[config.mk]
export PLATFORM = sky130hd
export DESIGN_NAME = pim_axi_loader
export DESIGN_NICKNAME = d
export VERILOG_FILES = /design/src/rtl/pim_axi_loader.sv
export SDC_FILE = /design/constraint.sdc
export NUM_CORES = 1
export LEC_CHECK = 0
export CORE_AREA = 4 4 101 103
export DETAILED_ROUTE_END_ITERATION = 12
export DIE_AREA = 0 0 105 107
export GPL_TIMING_DRIVEN = 0
export PLACE_DENSITY = 0.83
export SETUP_SLACK_MARGIN = 0.5
export SLEW_MARGIN = 40
export SYNTH_ARGS = -nofsm -noshare
export SYNTH_HDL_FRONTEND = slang
export SYNTH_SLANG_ARGS = --single-unit
[constraint.sdc]
create_clock -name clk -period 1.6 [get_ports clk]
set_input_delay 0.16 -clock clk [delete_from_list [all_inputs] [get_ports clk]]
set_output_delay 0.16 -clock clk [all_outputs]
set_load 0.03 [all_outputs]
[src/rtl/pim_axi_loader.sv]
// Single-outstanding AXI4 INCR burst master that loads/reads PIM weight rows.
// Data channels pass straight through in WDATA/RDATA; local beat counter frames wlast/rd_last.
module pim_axi_loader #(
  parameter int DATA_WIDTH = 32,
  parameter int ADDR_WIDTH = 8,
  parameter int STRB_WIDTH = DATA_WIDTH / 8,
  parameter int ID_WIDTH   = 8,
  parameter int AXI_ID     = 0
) (
  input  logic                  clk,
  input  logic                  rst,

  input  logic                  cmd_valid,
  output logic                  cmd_ready,
  input  logic                  cmd_write,
  input  logic [ADDR_WIDTH-1:0] cmd_addr,
  input  logic [7:0]            cmd_len,

  input  logic [DATA_WIDTH-1:0] wr_data,
  input  logic                  wr_valid,
  output logic                  wr_ready,

  output logic [DATA_WIDTH-1:0] rd_data,
  output logic                  rd_valid,
  input  logic                  rd_ready,
  output logic                  rd_last,

  output logic                  busy,
  output logic                  resp_err,

  output logic [ID_WIDTH-1:0]   m_axi_awid,
  output logic [ADDR_WIDTH-1:0] m_axi_awaddr,
  output logic [7:0]            m_axi_awlen,
  output logic [2:0]            m_axi_awsize,
  output logic [1:0]            m_axi_awburst,
  output logic                  m_axi_awvalid,
  input  logic                  m_axi_awready,

  output logic [DATA_WIDTH-1:0] m_axi_wdata,
  output logic [STRB_WIDTH-1:0] m_axi_wstrb,
  output logic                  m_axi_wlast,
  output logic                  m_axi_wvalid,
  input  logic                  m_axi_wready,

  input  logic [ID_WIDTH-1:0]   m_axi_bid,
  input  logic [1:0]            m_axi_bresp,
  input  logic                  m_axi_bvalid,
  output logic                  m_axi_bready,

  output logic [ID_WIDTH-1:0]   m_axi_arid,
  output logic [ADDR_WIDTH-1:0] m_axi_araddr,
  output logic [7:0]            m_axi_arlen,
  output logic [2:0]            m_axi_arsize,
  output logic [1:0]            m_axi_arburst,
  output logic                  m_axi_arvalid,
  input  logic                  m_axi_arready,

  input  logic [ID_WIDTH-1:0]   m_axi_rid,
  input  logic [DATA_WIDTH-1:0] m_axi_rdata,
  input  logic [1:0]            m_axi_rresp,
  input  logic                  m_axi_rlast,
  input  logic                  m_axi_rvalid,
  output logic                  m_axi_rready
);

  localparam int SIZE_LOG2 = $clog2(STRB_WIDTH);

  typedef enum logic [2:0] {
    IDLE  = 3'd0,
    WADDR = 3'd1,
    WDATA = 3'd2,
    WRESP = 3'd3,
    RADDR = 3'd4,
    RDATA = 3'd5
  } state_t;

  state_t                state;
  logic [ADDR_WIDTH-1:0] addr_q;
  logic [7:0]            len_q;
  logic [7:0]            beat_cnt;
  logic                  awvalid_q;
  logic                  arvalid_q;
  logic                  bready_q;
  logic                  err_q;

  logic in_wdata;
  logic in_rdata;
  logic last_beat;
  logic w_hs;
  logic r_hs;

  assign in_wdata  = (state == WDATA);
  assign in_rdata  = (state == RDATA);
  assign last_beat = (beat_cnt == 8'd0);
  assign w_hs      = in_wdata & wr_valid & m_axi_wready;
  assign r_hs      = in_rdata & m_axi_rvalid & rd_ready;

  // Framing comes from our own counter, so the slave's rlast and the IDs are not needed.
  logic unused_inputs;
  assign unused_inputs = ^{m_axi_bid, m_axi_rid, m_axi_rlast};

  always_ff @(posedge clk) begin
    if (rst) begin
      state     <= IDLE;
      addr_q    <= '0;
      len_q     <= '0;
      beat_cnt  <= '0;
      awvalid_q <= 1'b0;
      arvalid_q <= 1'b0;
      bready_q  <= 1'b0;
      err_q     <= 1'b0;
    end else begin
      case (state)
        IDLE: begin
          if (cmd_valid) begin
            addr_q   <= cmd_addr;
            len_q    <= cmd_len;
            beat_cnt <= cmd_len;
            if (cmd_write) begin
              state     <= WADDR;
              awvalid_q <= 1'b1;
            end else begin
              state     <= RADDR;
              arvalid_q <= 1'b1;
            end
          end
        end
        WADDR: begin
          if (m_axi_awready) begin
            awvalid_q <= 1'b0;
            state     <= WDATA;
          end
        end
        WDATA: begin
          if (w_hs) begin
            if (last_beat) begin
              state    <= WRESP;
              bready_q <= 1'b1;
            end else begin
              beat_cnt <= beat_cnt - 8'd1;
            end
          end
        end
        WRESP: begin
          if (m_axi_bvalid) begin
            bready_q <= 1'b0;
            state    <= IDLE;
            if (m_axi_bresp != 2'b00) err_q <= 1'b1;
          end
        end
        RADDR: begin
          if (m_axi_arready) begin
            arvalid_q <= 1'b0;
            state     <= RDATA;
          end
        end
        RDATA: begin
          if (r_hs) begin
            if (m_axi_rresp != 2'b00) err_q <= 1'b1;
            if (last_beat) state <= IDLE;
            else           beat_cnt <= beat_cnt - 8'd1;
          end
        end
        default: state <= IDLE;
      endcase
    end
  end

  assign cmd_ready = (state == IDLE);
  assign busy      = (state != IDLE);
  assign resp_err  = err_q;

  assign m_axi_awid    = ID_WIDTH'(AXI_ID);
  assign m_axi_awaddr  = addr_q;
  assign m_axi_awlen   = len_q;
  assign m_axi_awsize  = 3'(SIZE_LOG2);
  assign m_axi_awburst = 2'b01;
  assign m_axi_awvalid = awvalid_q;

  assign m_axi_wdata  = wr_data;
  assign m_axi_wstrb  = '1;
  assign m_axi_wlast  = in_wdata & last_beat;
  assign m_axi_wvalid = in_wdata & wr_valid;
  assign wr_ready     = in_wdata & m_axi_wready;

  assign m_axi_bready = bready_q;

  assign m_axi_arid    = ID_WIDTH'(AXI_ID);
  assign m_axi_araddr  = addr_q;
  assign m_axi_arlen   = len_q;
  assign m_axi_arsize  = 3'(SIZE_LOG2);
  assign m_axi_arburst = 2'b01;
  assign m_axi_arvalid = arvalid_q;

  assign rd_data      = m_axi_rdata;
  assign rd_valid     = in_rdata & m_axi_rvalid;
  assign rd_last      = in_rdata & last_beat;
  assign m_axi_rready = in_rdata & rd_ready;

endmodule

; Yosys cells after proc, flatten, opt, wreduce, memory -nomap -nowiden
; Index checks and enable logic that the tools add are counted.
[totals]
reg_bits = 31
inputBits = 112
wordCells = 83
[classes]
addsub = 1
bitwise = 8
mux = 32
n_eq_ne = 17
reduce_logical = 17
[op_table]
columns = operator, n
row1 = 8-bit 2-to-1 mux, 4
row2 = 3-bit 2-to-1 mux, 9
row3 = 8-bit case mux with 3 select lines, 1
row4 = 3-bit case mux with 6 select lines, 1
row5 = 4-bit AND reduction, 4
row6 = 1-bit 2-to-1 mux, 13
row7 = 2-bit by 1-bit inequality test with 1-bit output (second input constant), 6
row8 = 2-bit inequality test (second input constant), 6
row9 = 2-bit nonzero test, 6
row10 = 1-bit AND, 8
row11 = 8-bit zero test, 1
row12 = 1-bit case mux with 2 select lines, 4
row13 = 8-bit AND reduction, 1
row14 = 8-bit by 1-bit subtractor with 8-bit output (second input constant), 1
row15 = 3-bit by 2-bit equality test with 1-bit output (second input constant), 2
row16 = 3-bit equality test (second input constant), 2
row17 = 3-bit nonzero test, 2
row18 = 5-bit AND reduction, 1
row19 = 3-bit by 1-bit equality test with 1-bit output (second input constant), 1
row20 = 3-bit zero test, 1
row21 = 2-bit AND reduction, 1

; Logic depth before layout (Yosys ltp)
; Gate-level depths: netlist (run 1).
[depth]
depth_word = 5
ltp_mapped = 6
ltp_nobuf = 6

; Worst setup path after synthesis (run 1)
; Ideal clock, no wire load.
[synth_timing]
kind = register to register
startpoint = reg state[2]
endpoint = reg beat_cnt[0]
arrival_time_ns = 2.201
slack_ns = -0.721
required_time_ns = 1.480
setup_time_ns = 0.120
path_stages_with_launch = 6
path_cell_list = dfxtp_1 nor3_1 nand2_1 a21bo_2 buf_4 a211o_1
[synth_lines]
columns = item, line
row1 = from (decl), 77  ; state_t state;
row2 = from (signal assigned), 104  ; state <= IDLE;
row3 = from (signal assigned), 120  ; state <= WADDR;
row4 = from (signal assigned), 123  ; state <= RADDR;
row5 = 3-bit zero test *, n/a
row6 = via cmd_ready, 14  ; output logic cmd_ready,
row7 = 2-bit inequality test (no source line) / 3-bit nonzero test (equally long branches), n/a
row8 = 4-bit AND reduction (no source line), n/a
row9 = to (signal assigned), 118  ; beat_cnt <= cmd_len;
row10 = to (signal assigned), 140  ; beat_cnt <= beat_cnt - 8'd1;
row11 = to (signal assigned), 161  ; else beat_cnt <= beat_cnt - 8'd1;
row12 = to (decl), 80  ; logic [7:0] beat_cnt;
; Mark *: on every way through the listed nets, which the timed path passes. The rest lies on a longest branch.
; A chain may end at the register's enable or synchronous reset.

; Worst setup path in the final report (run 1)
[layout_timing]
startpoint = reg beat_cnt[0]
endpoint = reg beat_cnt[0]
[layout_via]
elab_chain_len = 4
[layout_lines]
columns = item, line
row1 = 8-bit by 1-bit subtractor with 8-bit output / 8-bit zero test (equally long branches), "140, 161, 94"
row2 = 8-bit 2-to-1 mux *, "136, 160"
row3 = "8-bit 2-to-1 mux, on equally long branches", "158, 135"
row4 = 8-bit case mux with 3 select lines *, 113  ; case (state)
; Every way passes the cells marked *; elsewhere a longest branch is shown, timed or not. The select of a mux whose other input is x is not followed.

==> run summary, run 1 <==
Starting DRT DRC Count: 96
Post-route fraction of the period consumed by the critical path: 1.12
Power per cell area: 1350 nW/um^2
Core footprint: 9200 sq um
Met1 Resource Use GR: 0.138
Number of hold-repair buffers added at the cts stage: 0
Synth Warn #: 0
Routed vias: 2,803
1st-pass router iterations: 4
Total Die Area: 11,200 sq um
VDD IR-drop max: 0.000607 V
Number of instances in the synthesized netlist: 314
NumNets Final: 632
Proportion of power drawn by flip-flops and latches: 0.194
Util after Layout: 0.521
Outcome: complete, but fails checks
Seq cells post-synth: 31
Unrepaired setup endpoints after global routing: true
Antenna diode count: 0
Source of the critical timing path: beat_cnt[0]
Capture point of the critical path: beat_cnt[0]
Launch point of the worst reg-to-reg path: beat_cnt[0]
Worst hold stages: 3
Top Usage Layer GRT: met2
Post-synthesis cell type count: 46
Type of the worst min-delay path: in2reg
Detailed-route DRC error count: 0
Count of flip-flops with a built-in enable after synthesis: 0
Switching Power: 2850 uW
Worst-margin pin slew: 479 ps
Mean Syn Cell Area: 7.87 sq um
Share of power burned in the clock network: 0.126
Endpoint arrival time on the critical path: 1980 ps
Number of clock buffers inserted by TritonCTS: 5
Register area share after synthesis: 0.251
Global-route usage over all layers: 0.149
Wire length of the first global-routing pass: 13,800 um
Worst-path clk slew: 70 ps
Die H: 107 um
Maximum clock skew at final layout: 10.4 ps
Headroom to the max-slew limit: 0.673
Leakage power figure: 0.00229 uW
Final number of max-transition violations: 0
Port Buffer Count: 138
Required time at the worst-slack endpoint: 1780 ps
Internal Power: 3640 uW
Critical Path Source Type: flop
Initial Utilization: 0.269
Total routed wirelength: 9440 um
Largest net degree at the start of global routing: 11
Crit Path Class: reg2reg
Final min period: 1800 ps
Most common flop cell mapped by yosys: sky130_fd_sc_hd__dfxtp_1
Area after DPL: 4190 sq um
Crit path capture type: flop
Number of H-tree levels: 2
Detail-routed net length per standard cell: 15.0 um
Width of the chip: 105 um
Count of cells along the worst register-to-register path: 7
Final weighted congestion of routability-driven global placement: 0.810
Crit path max-delay cell type: sky130_fd_sc_hd__dfxtp_2
Total negative slack: -1680 ps
Cell-by-cell trace of the critical path: buf_4 > clkinvlp_4 > ha_4 > a32o_2 > a21bo_2 > buf_8 > a211o_1
Root Driver: sky130_fd_sc_hd__clkbuf_8
Design Power: 6500 uW
Avg Vias per Cell: 4.45
Worst-case register-to-register setup slack: -200 ps
Clock latency at the later pin of the worst-skew pair: 290 ps
Violated checks: setup timing
Net Sw Frac: 0.439
Fraction of synthesis flops using an asynchronous set or reset pin: 0
Number of routed nets with antenna violations: 0
R2R Path End: beat_cnt[0]
Fill cell total of the finished layout: 780
Largest stage delay, worst path: 350 ps
Maximum fanout along the worst path: 8
DP HPWL: 6650 um
Buffer levels on the longest clock path: 2
Setup violation total in the final timing report: 19
Number of endpoints with negative hold slack in the final report: 0
Design Area, Final: 4790 sq um
Clock net sink count: 31
Row cnt: 35
Minimum setup slack after placement: -394 ps
Max Fclk: 556 MHz
Number of global-route vias before repair: 2,889
Number of antenna violations at the first check in global routing: 0
Ports: 250
CTS tree: done
Remaining global-route overflow: 0
Setup WS post-layout: -198 ps
Share of cells above drive strength 1: 0.553
Combinational fraction of design power: 0.680
Met2 Track Usage GR: 0.306
Post-Synthesis Cell Area: 2470 sq um
MaxCap Viol Count: 0
Global-route track usage on met3: 0.0415
Synth-to-Final Area Change: 94.1%
-- power groups by stage --
| stage | registers, uW | logic (uW) | clock network [uW] |
|---|---|---|---|
| after floorplan | 1400 | 2080 | 0 |
| final | 1260 | 4420 | 816 |
| after detailed placement | 1230 | 3320 | 0 |
| after global placement | 1220 | 3250 | 0 |
| after global routing | 1290 | 4680 | 869 |
| after CTS | 1230 | 4000 | 832 |
-- layer usage --
layer / routed length (um) / up-vias
met2: 5340 / 153
met3: 731 / 10
met4: 154 / 0
met1: 3210 / 1307
met5: 0 / -
li1: - / 1333
-- how the worst min path moves through the flow --
stage,slack [ps],from,end
after floorplan,300,cmd_addr[0],m_axi_araddr[0]
after global placement,440,m_axi_arvalid,m_axi_arvalid
after detailed placement,450,m_axi_arvalid,m_axi_arvalid
after CTS,430,cmd_addr[4],m_axi_araddr[4]
after global routing,440,cmd_addr[4],m_axi_araddr[4]
final,440,cmd_addr[7],m_axi_araddr[7]
-- registers in the layout, indices dropped and copies added (netlist names) --
register	flops
m_axi_awvalid	1
m_axi_arlen	8
m_axi_arvalid	1
m_axi_araddr	8
state	3
resp_err	1
m_axi_bready	1
beat_cnt	8
-- synth_stat cells (2+ instances only) --
cell                       count  area [sq um]
sky130_fd_sc_hd__a211o_1       4          35.0
sky130_fd_sc_hd__a21bo_2       2          20.0
sky130_fd_sc_hd__a21oi_1      20           100
sky130_fd_sc_hd__a311o_1       4          40.0
sky130_fd_sc_hd__a31o_2        2          17.5
sky130_fd_sc_hd__and2_1        5          31.3
sky130_fd_sc_hd__buf_2         6          30.0
sky130_fd_sc_hd__buf_4       111           833
sky130_fd_sc_hd__clkbuf_1      6          22.5
sky130_fd_sc_hd__conb_1        2          7.51
sky130_fd_sc_hd__dfxtp_1      31           621
sky130_fd_sc_hd__ha_1          2          25.0
sky130_fd_sc_hd__inv_1         8          30.0
sky130_fd_sc_hd__mux2i_1       9          90.1
sky130_fd_sc_hd__nand2_1      37           139
sky130_fd_sc_hd__nand2b_1      6          37.5
sky130_fd_sc_hd__nand3b_1      3          22.5
sky130_fd_sc_hd__nand4_1       2          12.5
sky130_fd_sc_hd__nor2_1        9          33.8
sky130_fd_sc_hd__nor3_1        9          45.0
sky130_fd_sc_hd__nor3b_1       3          22.5
sky130_fd_sc_hd__o21ai_0       4          20.0
sky130_fd_sc_hd__o31ai_1       2          15.0
sky130_fd_sc_hd__or3_1         3          18.8
sky130_fd_sc_hd__or4_1         2          15.0
sky130_fd_sc_hd__xnor2_1       2          17.5
-- critical path: cells and delay by family, from the launching register on --
kind	cells	cell delay [ps]
adders and majority gates	1	210
AOI/OAI and AO/OA	3	690
buffers and inverters	3	420
DFF	1	350
-- through the flow --
| stage | cells | hold WS (ps) |
|---|---|---|
| final | 630 | 435 |
| after global routing | 630 | 442 |
| after CTS | 626 | 427 |
| after detailed placement | 591 | 447 |
| after global placement | 591 | 437 |
| after floorplan | 342 | 296 |
-- cell type report --
cell class	instances	area, sq um	area share
plain buffers	123	960	0.200
multi-input cells	180	1340	0.279
clock buffers	6	82.6	0.0172
repair buffers	169	1550	0.323
well taps	111	139	0.0290
clock inverters	2	35.0	0.00731
inverters	8	33.8	0.00705
flip-flops and latches	31	662	0.138
-- placed cells by master (no fill, tap or decap), drive strengths merged, types with 2 or more instances in the layout --
| master | instances |
|---|---|
| nor3b | 3 |
| or4 | 3 |
| a31o | 2 |
| a211o | 4 |
| o31ai | 2 |
| a21oi | 20 |
| inv | 7 |
| nand2 | 37 |
| nor2 | 9 |
| nand2b | 6 |
| a21bo | 2 |
| conb | 30 |
| nand3b | 3 |
| and2 | 5 |
| xnor2 | 2 |
| or3 | 3 |
| nand4 | 2 |
| clkdlybuf4s50 | 94 |
| nor3 | 9 |
| buf | 189 |
| o21ai | 4 |
| mux2i | 9 |
| dfxtp | 31 |
| ha | 2 |
| a311o | 4 |
| clkbuf | 15 |
-- logic make-up (layout without fill, tap and decap cells) --
logic type / count (synthesis) / in the layout / synth area share
AND/OR/NAND/NOR: 85 / 85 / 0.172
flip-flops: 31 / 31 / 0.251
buffers and inverters: 131 / 308 / 0.371
other: 2 / 30 / 0.00304
AO/OA/AOI/OAI: 52 / 52 / 0.149
adder cells (fa/ha/maj): 2 / 2 / 0.0101
XOR/XNOR: 2 / 2 / 0.00709
multiplexers: 9 / 9 / 0.0365
-- what timing repair did --
item | CTS | global route
gates cloned | 1 | 0
pin swaps | 31 | 13
setup endpoints to repair | 75 | 50
resized for setup | 310 | 53
buffers inserted | 26 | 4
Note: power is estimated with default switching activity, not from simulation.
==> inputs of run 2 (changes only) <==
--- a/config.mk
+++ b/config.mk
@@ -11,7 +11,6 @@
 export GPL_TIMING_DRIVEN = 0
 export PLACE_DENSITY = 0.83
 export SETUP_SLACK_MARGIN = 0.5
-export SLEW_MARGIN = 40
 export SYNTH_ARGS = -nofsm -noshare
 export SYNTH_HDL_FRONTEND = slang
 export SYNTH_SLANG_ARGS = --single-unit
==> results of run 2 <==
Final layout, timing and power as in run 1 (identical DEF).
